$ cat config.mk
export PLATFORM = sky130hd
export DESIGN_NAME = bus_memory
export DESIGN_NICKNAME = d
export VERILOG_FILES = /design/src/rtl/bus_memory_pkg.sv /design/src/rtl/bus_fifo.sv /design/src/rtl/bus_memory.sv
export SDC_FILE = /design/constraint.sdc
export NUM_CORES = 2
export LEC_CHECK = 0
export CORE_MARGIN = 5
export CORE_UTILIZATION = 62
export CTS_BUF_LIST = sky130_fd_sc_hd__clkbuf_8
export DETAILED_ROUTE_END_ITERATION = 16
export PLACE_DENSITY = 0.78
export SYNTH_ARGS = -nofsm -noshare
export SYNTH_HDL_FRONTEND = slang
export SYNTH_SLANG_ARGS = --single-unit
$ cat constraint.sdc
create_clock -name clk -period 6.01 [get_ports clk]
set_clock_uncertainty 0.15 [all_clocks]
set_input_delay 1.202 -clock clk [delete_from_list [all_inputs] [get_ports clk]]
set_output_delay 1.202 -clock clk [all_outputs]
set_load 0.05 [all_outputs]
$ cat src/rtl/bus_memory_pkg.sv
// Shared definitions for the CPU data-memory bus responder: I/O page addresses,
// STATUS bit positions and the address-region decoder.
package bus_memory_pkg;

  localparam logic [7:0] RAM_TOP     = 8'hEF;
  localparam logic [7:0] ADDR_TXDATA = 8'hF0;
  localparam logic [7:0] ADDR_STATUS = 8'hF1;
  localparam logic [7:0] ADDR_CYCLO  = 8'hF2;
  localparam logic [7:0] ADDR_CYCHI  = 8'hF3;
  localparam logic [7:0] ADDR_COUNT  = 8'hF4;

  localparam int unsigned OVF_BIT   = 3;
  localparam int unsigned FULL_BIT  = 2;
  localparam int unsigned EMPTY_BIT = 1;

  typedef enum logic [2:0] {
    REG_RAM,
    REG_TXDATA,
    REG_STATUS,
    REG_CYCLO,
    REG_CYCHI,
    REG_COUNT,
    REG_NONE
  } region_e;

  // Unlisted I/O page addresses fall into REG_NONE: read 0, write ignored.
  function automatic region_e decode_addr(input logic [7:0] addr);
    region_e r;
    r = REG_NONE;
    if (addr <= RAM_TOP) begin
      r = REG_RAM;
    end else begin
      case (addr)
        ADDR_TXDATA: r = REG_TXDATA;
        ADDR_STATUS: r = REG_STATUS;
        ADDR_CYCLO:  r = REG_CYCLO;
        ADDR_CYCHI:  r = REG_CYCHI;
        ADDR_COUNT:  r = REG_COUNT;
        default:     r = REG_NONE;
      endcase
    end
    return r;
  endfunction

endpackage

$ cat src/rtl/bus_fifo.sv
// Transmit FIFO for the bus I/O page: push is dropped when full (pre-edge
// occupancy), head word reads 0 when empty, synchronous active-high reset.
module bus_fifo #(
  parameter  int DEPTH = 4,
  parameter  int WIDTH = 16,
  localparam int PTR_W = $clog2(DEPTH),
  localparam int CNT_W = PTR_W + 1
) (
  input  logic             clk,
  input  logic             rst,
  input  logic             push,
  input  logic [WIDTH-1:0] push_data,
  input  logic             pop,
  output logic             full,
  output logic             empty,
  output logic [CNT_W-1:0] count,
  output logic [WIDTH-1:0] head
);

  logic [WIDTH-1:0] mem [DEPTH];
  logic [PTR_W-1:0] wr_ptr;
  logic [PTR_W-1:0] rd_ptr;
  logic [CNT_W-1:0] cnt;
  logic             do_push;
  logic             do_pop;

  assign full    = (cnt == CNT_W'(DEPTH));
  assign empty   = (cnt == '0);
  assign count   = cnt;
  assign do_push = push && !full;
  assign do_pop  = pop && !empty;

  // DEPTH is a power of two, so the pointers wrap naturally at PTR_W bits.
  // NOTE: sequential state uses non-blocking assignments so every flop samples
  // pre-edge values; blocking here would create order-dependent simulation.
  always_ff @(posedge clk) begin
    if (rst) begin
      wr_ptr <= '0;
      rd_ptr <= '0;
      cnt    <= '0;
    end else begin
      if (do_push) wr_ptr <= wr_ptr + PTR_W'(1);
      if (do_pop)  rd_ptr <= rd_ptr + PTR_W'(1);
      case ({do_push, do_pop})
        2'b10:   cnt <= cnt + CNT_W'(1);
        2'b01:   cnt <= cnt - CNT_W'(1);
        default: cnt <= cnt;
      endcase
    end
  end

  // NOTE: storage is deliberately left out of reset; the pointers alone define
  // what is valid, and a resettable array would block RAM inference.
  always_ff @(posedge clk) begin
    if (do_push) mem[wr_ptr] <= push_data;
  end

  assign head = empty ? '0 : mem[rd_ptr];

endmodule

$ cat src/rtl/bus_memory.sv
// CPU data-memory bus responder: 240-word RAM plus an I/O page with a transmit
// FIFO and an optional free-running cycle counter (enabled by CYCLE_COUNTER_EN).
module bus_memory
  import bus_memory_pkg::*;
#(
  parameter int FIFO_DEPTH = 4,
  parameter int DATA_W     = 16
) (
  input  logic              clk,
  input  logic              rst,
  input  logic              mem_we,
  input  logic [7:0]        mem_addr,
  input  logic [DATA_W-1:0] mem_in,
  output logic [DATA_W-1:0] mem_out,
  output logic              out_valid,
  output logic [DATA_W-1:0] out_data,
  input  logic              out_ready
);

  localparam int RAM_WORDS  = int'(RAM_TOP) + 1;
  localparam int FIFO_CNT_W = $clog2(FIFO_DEPTH) + 1;

  if (FIFO_DEPTH < 2 || FIFO_DEPTH > 16 || (FIFO_DEPTH & (FIFO_DEPTH - 1)) != 0) begin : g_bad_depth
    $error("bus_memory: FIFO_DEPTH must be a power of two in 2..16");
  end
  if (DATA_W != 16) begin : g_bad_width
    $error("bus_memory: DATA_W is fixed at 16");
  end

  region_e             region;
  logic                wr_en;
  logic                tx_push;
  logic                tx_pop;
  logic                fifo_full;
  logic                fifo_empty;
  logic [FIFO_CNT_W-1:0] fifo_count;
  logic [DATA_W-1:0]   fifo_head;
  logic                ovf;
  logic [DATA_W-1:0]   status_word;
  logic [DATA_W-1:0]   ram [RAM_WORDS];

  assign region = decode_addr(mem_addr);
  // A write strobe during reset is discarded for every region, RAM included.
  assign wr_en   = mem_we && !rst;
  assign tx_push = wr_en && (region == REG_TXDATA);
  assign tx_pop  = out_valid && out_ready;

  bus_fifo #(
    .DEPTH (FIFO_DEPTH),
    .WIDTH (DATA_W)
  ) u_tx_fifo (
    .clk       (clk),
    .rst       (rst),
    .push      (tx_push),
    .push_data (mem_in),
    .pop       (tx_pop),
    .full      (fifo_full),
    .empty     (fifo_empty),
    .count     (fifo_count),
    .head      (fifo_head)
  );

  assign out_valid = !fifo_empty;
  assign out_data  = fifo_head;

  // Sticky overflow: set by a dropped push, cleared only by software or reset.
  always_ff @(posedge clk) begin
    if (rst) begin
      ovf <= 1'b0;
    end else if (tx_push && fifo_full) begin
      ovf <= 1'b1;
    end else if (wr_en && (region == REG_STATUS) && mem_in[OVF_BIT]) begin
      ovf <= 1'b0;
    end
  end

  always_ff @(posedge clk) begin
    if (wr_en && (region == REG_RAM)) ram[mem_addr] <= mem_in;
  end

`ifdef CYCLE_COUNTER_EN
  logic [2*DATA_W-1:0] cycle_cnt;

  // A write to either half loads 0; wraps naturally at 32 bits.
  always_ff @(posedge clk) begin
    if (rst || (wr_en && (region == REG_CYCLO || region == REG_CYCHI))) begin
      cycle_cnt <= '0;
    end else begin
      cycle_cnt <= cycle_cnt + (2*DATA_W)'(1);
    end
  end
`endif

  always_comb begin
    status_word            = '0;
    status_word[OVF_BIT]   = ovf;
    status_word[FULL_BIT]  = fifo_full;
    status_word[EMPTY_BIT] = fifo_empty;
  end

  // NOTE: mem_out gets a default before the case so no path leaves it
  // unassigned, which would otherwise infer a latch.
  always_comb begin
    mem_out = '0;
    case (region)
      REG_RAM:    mem_out = ram[mem_addr];
      REG_STATUS: mem_out = status_word;
      REG_COUNT:  mem_out = DATA_W'(fifo_count);
`ifdef CYCLE_COUNTER_EN
      REG_CYCLO:  mem_out = cycle_cnt[DATA_W-1:0];
      REG_CYCHI:  mem_out = cycle_cnt[2*DATA_W-1:DATA_W];
`endif
      default:    mem_out = '0;
    endcase
  end

endmodule

* Word level (Yosys, flattened, before mapping)
Memories as Yosys holds them, arrays and structs flattened. A register that Yosys moved wholly into a read port is not among the register bits.
Index checks and enable logic that the tools add are counted.
** Storage, ports and cells
- Bits in registers :: 8
- RAM bits :: 3904
- Input bits :: 28
- Output and inout bits :: 33
- Word-level logic and storage cells :: 51
- Memories kept :: 2
** Memory list
- ram :: words 240, bits a word 16, rd ports 1, clocked after Yosys merged registers in 0, write ports 1, RTL line bus_memory.sv:40 : logic [DATA_W-1:0] ram [RAM_WORDS];
- u_tx_fifo.mem :: words 4, bits a word 16, rd ports 1, clocked after Yosys merged registers in 1, write ports 1, RTL line bus_fifo.sv:20 : logic [WIDTH-1:0] mem [DEPTH];
** Cells by class
- Add/sub/neg operators :: 4
- Magnitude comparators :: 1
- Equality and inequality tests :: 11
- Mux-type cells :: 13
- Reductions and logical operators :: 16
** Operators by type and width (count)
- case mux 16 bit (3 select lines) :: 1
- == test 8 bit, second input constant :: 5
- 2-to-1 mux 16 bit :: 1
- case mux 3 bit (5 select lines) :: 1
- logical AND 1 bit :: 9
- <= comparator 8 bit, second input constant :: 1
- == test 3 bit, second input constant :: 2
- logical NOT 3 bit :: 2
- 2-to-1 mux 1 bit :: 6
- case mux 3 bit (2 select lines) :: 1
- adder 2 x 1 -> 2 bit, second input constant :: 2
- 2-to-1 mux 2 bit :: 2
- nonzero test 2 bit :: 2
- adder 3 x 1 -> 3 bit, second input constant :: 1
- == test 3 x 1 -> 1 bit, second input constant :: 1
- == test 3 x 2 -> 1 bit, second input constant :: 1
- logical NOT 1 bit :: 3
- 2-to-1 mux 3 bit :: 1
- subtractor 3 x 1 -> 3 bit, second input constant :: 1
- == test 2 x 1 -> 1 bit, second input constant :: 1
- == test 2 bit, second input constant :: 1

* Logic depth before layout (Yosys ltp)
- Depth in word-level cells :: 8
- Depth in mapped cells :: 16
- Gate-level depth less buffers :: 11

* Modules after synthesis
From an unflattened synthesis, not the netlist that was laid out.
** Second synthesis, totals
- Cell total of the unflattened synthesis :: 6495
- Area, all modules :: 151268.8 sq um
** Modules (own cells, without submodules)
- bus_memory :: instances 1, cells an instance 6340, area an instance 148249.7 sq um, seq. area each 115330.6 sq um
- bus_fifo :: instances 1, cells an instance 155, area an instance 3019.1 sq um, seq. area each 2102.0 sq um

* Worst setup path before layout
No wires, ideal clock.
- Path type :: input -> output
- Start point :: input mem_addr[2]
- End point :: output mem_out[4]
- Arrival :: 4.392 ns
- Required time :: 4.658 ns
- Path slack :: 0.266 ns
- Stages :: 10
- Buffers on the path :: 4
- Cells stage by stage :: inv_2 -> buf_6 -> buf_4 -> buf_1 -> buf_2 -> nand2_1 -> a31oi_1 -> nand4_1 -> nor2_1 -> nor4b_1
** Between the ends
- Cells in the longest elaborated chain, start to end :: 5
- Elaborated cells between the ends (all ways) :: 13
- Classes of those cells :: order compare: 1; eq/ne: 7; mux: 3; reduce/logical: 1; memory: 1
** Ends and longest elaborated chain
- start: declaration :: RTL line bus_memory.sv:12 : input logic [7:0] mem_addr,
- parallel branches: the longest is 4 deep, another holds memory read (240 x 16 bit)
- case mux 16 bit (3 select lines) (*) :: RTL line bus_memory.sv:105 : case (region)
- end: declaration :: RTL line bus_memory.sv:14 : output logic [DATA_W-1:0] mem_out,
Mark *: on every way between the ends.

* Final worst setup path
- Start point :: input mem_addr[3]
- End point :: output mem_out[3]
Same word-level chain as after synthesis.

==> report_table.html <==
<table>
<tr><th>Metric</th><th>Value</th></tr>
<tr><th colspan="2">Yosys</th></tr>
<tr><td>Post-Synthesis Cell Area</td><td>~0.15 sq mm</td></tr>
<tr><td>Cell type with the highest aggregate area in the netlist</td><td>sky130_fd_sc_hd__edfxtp_1</td></tr>
<tr><td>Most frequent cells after synthesis</td><td>sky130_fd_sc_hd__edfxtp_1, sky130_fd_sc_hd__mux4_2, sky130_fd_sc_hd__nor2_1</td></tr>
<tr><td>Biggest area contributors in the synthesized netlist</td><td>sky130_fd_sc_hd__edfxtp_1, sky130_fd_sc_hd__mux4_2, sky130_fd_sc_hd__mux2i_1, sky130_fd_sc_hd__nor2_1, sky130_fd_sc_hd__buf_6</td></tr>
<tr><td>Syn. warnings</td><td>0</td></tr>
<tr><td>Count of flip-flops with a built-in enable after synthesis</td><td>~3900</td></tr>
<tr><td>Sequential area share after synthesis</td><td>0.777</td></tr>
<tr><td>Net Count, Synth</td><td>about 6500</td></tr>
<tr><td>FFs w/ async S/R, synth</td><td>0</td></tr>
<tr><td>Flip-flop cell with the highest count after synthesis</td><td>sky130_fd_sc_hd__edfxtp_1</td></tr>
<tr><td>Post-synthesis area per instance</td><td>about 23 sq um</td></tr>
<tr><td>Area share of the largest cell type after synthesis</td><td>0.776</td></tr>
<tr><td>Count of state elements after synthesis</td><td>a little under 4000</td></tr>
<tr><td>Distinct cell type count after synthesis</td><td>slightly below 80</td></tr>
<tr><td>Post-synthesis cell count</td><td>~6500</td></tr>
<tr><td>Most frequent cell after synthesis</td><td>sky130_fd_sc_hd__edfxtp_1</td></tr>
<tr><th colspan="2">Final layout</th></tr>
<tr><td>Syn-to-layout area delta</td><td>13.9%</td></tr>
<tr><td>Share of layout cells above drive strength 1</td><td>0.340</td></tr>
<tr><td>Sequential standard cell area</td><td>~0.12 sq mm</td></tr>
<tr><td>Multi-input gate area in the final layout</td><td>~0.031 sq mm</td></tr>
<tr><td>Number of inserted filler cells in the final layout</td><td>13300</td></tr>
<tr><td>Nets</td><td>~7600</td></tr>
<tr><td>Layout Cells excl Fill</td><td>around 11000</td></tr>
<tr><th colspan="2">Critical path</th></tr>
<tr><td>Required time at the endpoint of the critical path</td><td>~4700 ps</td></tr>
<tr><td>Element type at the critical path end</td><td>primary output</td></tr>
<tr><td>R2R depth</td><td>8</td></tr>
<tr><td>Reg2Reg Capture Point</td><td>u_tx_fifo.count[2]</td></tr>
<tr><td>Reg2reg setup slack</td><td>between 2000 and 3000 ps</td></tr>
<tr><td>Crit Path Category</td><td>input pin to primary output</td></tr>
<tr><td>R2R Path Start</td><td>u_tx_fifo.count[2]</td></tr>
<tr><td>Data arrival time of the worst path</td><td>~4800 ps</td></tr>
<tr><td>Crit path launch type</td><td>input pin</td></tr>
<tr><td>Maximum fanout encountered on the critical timing path</td><td>26</td></tr>
<tr><th colspan="2">Timing</th></tr>
<tr><td>Final number of max-transition violations</td><td>between 80 and 90</td></tr>
<tr><td>Highest Clock Rate</td><td>between 150 and 200 MHz</td></tr>
<tr><td>Max-slew headroom at the worst pin</td><td>-0.117</td></tr>
<tr><td>Period minus WS final</td><td>just over 6000 ps</td></tr>
<tr><td>Hold violation count in the final report</td><td>0</td></tr>
<tr><td>RSZ-0062 raised after global routing</td><td>yes</td></tr>
<tr><td>Fraction of the cycle the final worst path needs</td><td>1.01</td></tr>
<tr><td>Least-Margin Pin Slew</td><td>1680 ps</td></tr>
<tr><td>Setup ws final</td><td>-89.0 ps</td></tr>
<tr><td>Number of setup violations in the final report</td><td>8</td></tr>
<tr><th colspan="2">Min path</th></tr>
<tr><td>Worst hold path type</td><td>input pin to flip-flop</td></tr>
<tr><td>Hold Path End</td><td>u_tx_fifo.mem[0][6]</td></tr>
<tr><td>Number of cells on the worst hold path</td><td>1</td></tr>
<tr><td>Worst Hold Launch</td><td>mem_in[6]</td></tr>
<tr><th colspan="2">Clocking</th></tr>
<tr><td>Hold Buf Count CTS</td><td>0</td></tr>
<tr><td>CTS tree</td><td>done</td></tr>
<tr><td>Clock buffer count from CTS</td><td>607</td></tr>
<tr><td>Max H-tree Level</td><td>6</td></tr>
<tr><td>Master cell of the clock root buffer</td><td>sky130_fd_sc_hd__clkbuf_8</td></tr>
<tr><td>Number of buffers inserted to repair setup after CTS</td><td>0</td></tr>
<tr><td>Clock buffer depth</td><td>4</td></tr>
<tr><td>Count of clock tree sinks</td><td>about 3900</td></tr>
<tr><td>Clock-pin slew on the worst setup and hold paths</td><td>60 ps</td></tr>
<tr><td>Clk Latency, worst-skew pair</td><td>1150 ps</td></tr>
<tr><th colspan="2">Power and ir drop</th></tr>
<tr><td>Switching power</td><td>~12 mW</td></tr>
<tr><td>Static power due to leakage</td><td>approximately 55 nW</td></tr>
<tr><td>Combinational power share</td><td>0.061</td></tr>
<tr><td>Power share of the sequential group</td><td>0.565</td></tr>
<tr><td>Post-route total power</td><td>around 53 mW</td></tr>
<tr><td>Switching part of the total power</td><td>0.228</td></tr>
<tr><td>Internal Pwr Total</td><td>approximately 41 mW</td></tr>
<tr><td>Worst IR Drop VDD</td><td>0.000266 V</td></tr>
<tr><td>Fraction of power consumed by the clock network</td><td>0.374</td></tr>
<tr><td>Power density normalized to cell area</td><td>between 300 and 400 mW/mm^2</td></tr>
<tr><th colspan="2">Die</th></tr>
<tr><td>Die area</td><td>around 0.25 sq mm</td></tr>
<tr><td>Overall die height</td><td>a little over 500 microns</td></tr>
<tr><td>Total number of placement rows</td><td>~180</td></tr>
<tr><td>Area of the placeable core</td><td>roughly 0.24 sq mm</td></tr>
<tr><td>Die Width</td><td>a little over 500 microns</td></tr>
<tr><td>I/O pins</td><td>61</td></tr>
<tr><td>Initial core utilization</td><td>0.622</td></tr>
<tr><th colspan="2">Drt</th></tr>
<tr><td>Count of nets left with antenna violations after detail routing</td><td>0</td></tr>
<tr><td>Drc violations</td><td>0</td></tr>
<tr><td>First-pass iteration count of the detailed router</td><td>7</td></tr>
<tr><td>Drt initial violations</td><td>roughly 13000</td></tr>
<tr><td>Post-detailed-route wirelength per cell</td><td>about 38 microns</td></tr>
<tr><td>Vias per std cell</td><td>about 7.0</td></tr>
<tr><td>Total Wirelength</td><td>roughly 430000 microns</td></tr>
<tr><td>Via Count</td><td>78200</td></tr>
<tr><th colspan="2">Run status</th></tr>
<tr><td>Result of the run</td><td>finished with violations</td></tr>
<tr><td>Failing checks</td><td>slew limit, setup timing</td></tr>
<tr><th colspan="2">Placed design</th></tr>
<tr><td>Number of buffers inserted by port buffering</td><td>60</td></tr>
<tr><td>GPL Wtd Cong</td><td>about 1.0</td></tr>
<tr><td>Placed cell count</td><td>10100</td></tr>
<tr><td>Post-detail-place hpwl</td><td>about 270000 microns</td></tr>
<tr><td>Minimum setup slack after placement</td><td>-495 ps</td></tr>
<tr><th colspan="2">Global routing</th></tr>
<tr><td>Total congestion overflow after global routing</td><td>0</td></tr>
<tr><td>Maximum number of pins on one net before global-route repair</td><td>205</td></tr>
<tr><td>Initial antenna violation count</td><td>30</td></tr>
<tr><td>Met2 track demand over resource</td><td>0.492</td></tr>
<tr><td>Busiest layer in global routing</td><td>met2</td></tr>
<tr><td>First-pass GRT wire length</td><td>594000 microns</td></tr>
<tr><td>Total routing usage reported by global routing</td><td>0.340</td></tr>
<tr><td>Met3 track demand over resource</td><td>0.117</td></tr>
<tr><td>Global routing usage on met1</td><td>0.459</td></tr>
<tr><td>Vias in the first global route</td><td>77600</td></tr>
<tr><th colspan="2">Flow run</th></tr>
<tr><td>Max-cap violations</td><td>0</td></tr>
</table>
power groups by stage:
stage                     combinational, mW  sequential, mW  clock, mW
final                                  3.24            30.1       19.9
after CTS                              3.16            30.1       20.1
after floorplan                        1.49            30.6          0
after global routing                   3.29            30.0       21.5
after detailed placement               3.14            30.6          0
after global placement                 3.08            30.6          0
routing by layer:
layer | wire, microns | part of all wire
met1 | 142000 | 0.33
met2 | 192000 | 0.45
met3 | 61800 | 0.15
met4 | 28600 | 0.067
met5 | 112 | 0.00026
worst max path at each step:
| stage | from | endpoint | cells after the start |
|---|---|---|---|
| after floorplan | mem_addr[2] | mem_out[4] | 10 |
| after global placement | mem_addr[7] | mem_out[5] | 13 |
| after detailed placement | mem_addr[7] | mem_out[5] | 13 |
| after CTS | mem_addr[1] | mem_out[13] | 12 |
| after global routing | mem_addr[6] | mem_out[13] | 13 |
| final | mem_addr[3] | mem_out[3] | 10 |
cell families (layout without fill, tap and decap cells):
group | after synthesis | after routing | synth area share
DFF | 3914 | 3914 | 0.777
muxes | 1224 | 1224 | 0.170
and+or+nand+nor | 664 | 664 | 0.0194
buffers and inverters | 365 | 1873 | 0.0179
AOI/OAI and AO/OA | 307 | 307 | 0.0146
adders and majority gates | 6 | 6 | 0.000547
xor gates and xnor gates | 5 | 5 | 0.000290
other | 0 | 14 | 0
critical path: stages:
cell,delay [ps]
sky130_fd_sc_hd__buf_8,290
sky130_fd_sc_hd__inv_1,300
sky130_fd_sc_hd__nor2_2,750
sky130_fd_sc_hd__buf_4,280
sky130_fd_sc_hd__a32oi_1,160
sky130_fd_sc_hd__nand2_1,110
sky130_fd_sc_hd__o32a_1,220
sky130_fd_sc_hd__nand4_1,260
sky130_fd_sc_hd__a21oi_1,760
sky130_fd_sc_hd__buf_4,330
stage by stage:
stage | TNS, ps | utilization | instance area (sq um) | hold slack, ps
floorplan | 0 | - | 151000 | 306
global placement | -3020 | 0.664 | 161000 | 328
detailed placement | -2520 | 0.664 | 161000 | 375
CTS | 0 | 0.708 | 172000 | 246
global route | -52.4 | 0.708 | 172000 | 272
finish | -279 | 0.708 | 172000 | 306
sequential cells by signal (all words and copies together) (netlist names), named ones only:
signal and cells:
ram 3840, u_tx_fifo.mem 64, u_tx_fifo.count 3, u_tx_fifo.rd_ptr 2, u_tx_fifo.wr_ptr 2, ovf 1
placed cells by master, fill, tap and decap left out, types with 12 or more instances in the layout:
cell type / instances
sky130_fd_sc_hd__a211oi_1: 20
sky130_fd_sc_hd__a21oi_1: 38
sky130_fd_sc_hd__a22oi_1: 59
sky130_fd_sc_hd__a31oi_1: 19
sky130_fd_sc_hd__a32oi_1: 24
sky130_fd_sc_hd__and2_1: 43
sky130_fd_sc_hd__and3_1: 12
sky130_fd_sc_hd__buf_12: 178
sky130_fd_sc_hd__buf_4: 589
sky130_fd_sc_hd__clkbuf_8: 624
sky130_fd_sc_hd__clkdlybuf4s50_1: 23
sky130_fd_sc_hd__clkinv_1: 136
sky130_fd_sc_hd__clkinv_2: 50
sky130_fd_sc_hd__clkinvlp_4: 20
sky130_fd_sc_hd__diode_2: 14
sky130_fd_sc_hd__edfxtp_1: 3904
sky130_fd_sc_hd__inv_1: 211
sky130_fd_sc_hd__inv_6: 12
sky130_fd_sc_hd__mux2_2: 23
sky130_fd_sc_hd__mux2i_1: 136
sky130_fd_sc_hd__mux4_1: 26
sky130_fd_sc_hd__mux4_2: 1038
sky130_fd_sc_hd__nand2_1: 164
sky130_fd_sc_hd__nand3_1: 31
sky130_fd_sc_hd__nand4_1: 19
sky130_fd_sc_hd__nor2_1: 205
sky130_fd_sc_hd__nor2_2: 109
sky130_fd_sc_hd__nor3_1: 16
sky130_fd_sc_hd__o21ai_0: 15
sky130_fd_sc_hd__o22ai_1: 44
final cells by class:
type | count | share of cell area
tap | 3202 | 0.0233
clock inverter | 436 | 0.0125
timing repair buffer | 813 | 0.0496
inverter | 12 | 0.000313
sequential | 3914 | 0.682
clock buffer | 612 | 0.0489
multi-input combinational | 2206 | 0.183
antenna | 14 | 0.000204
repair_timing:
| item | CTS | global route |
|---|---|---|
| gates cloned | 0 | 0 |
| setup endpoints to repair | 11 | 7 |
| pin swaps | 1 | 1 |
| resized for setup | 21 | 9 |
Power figures use the tool's default switching activity.
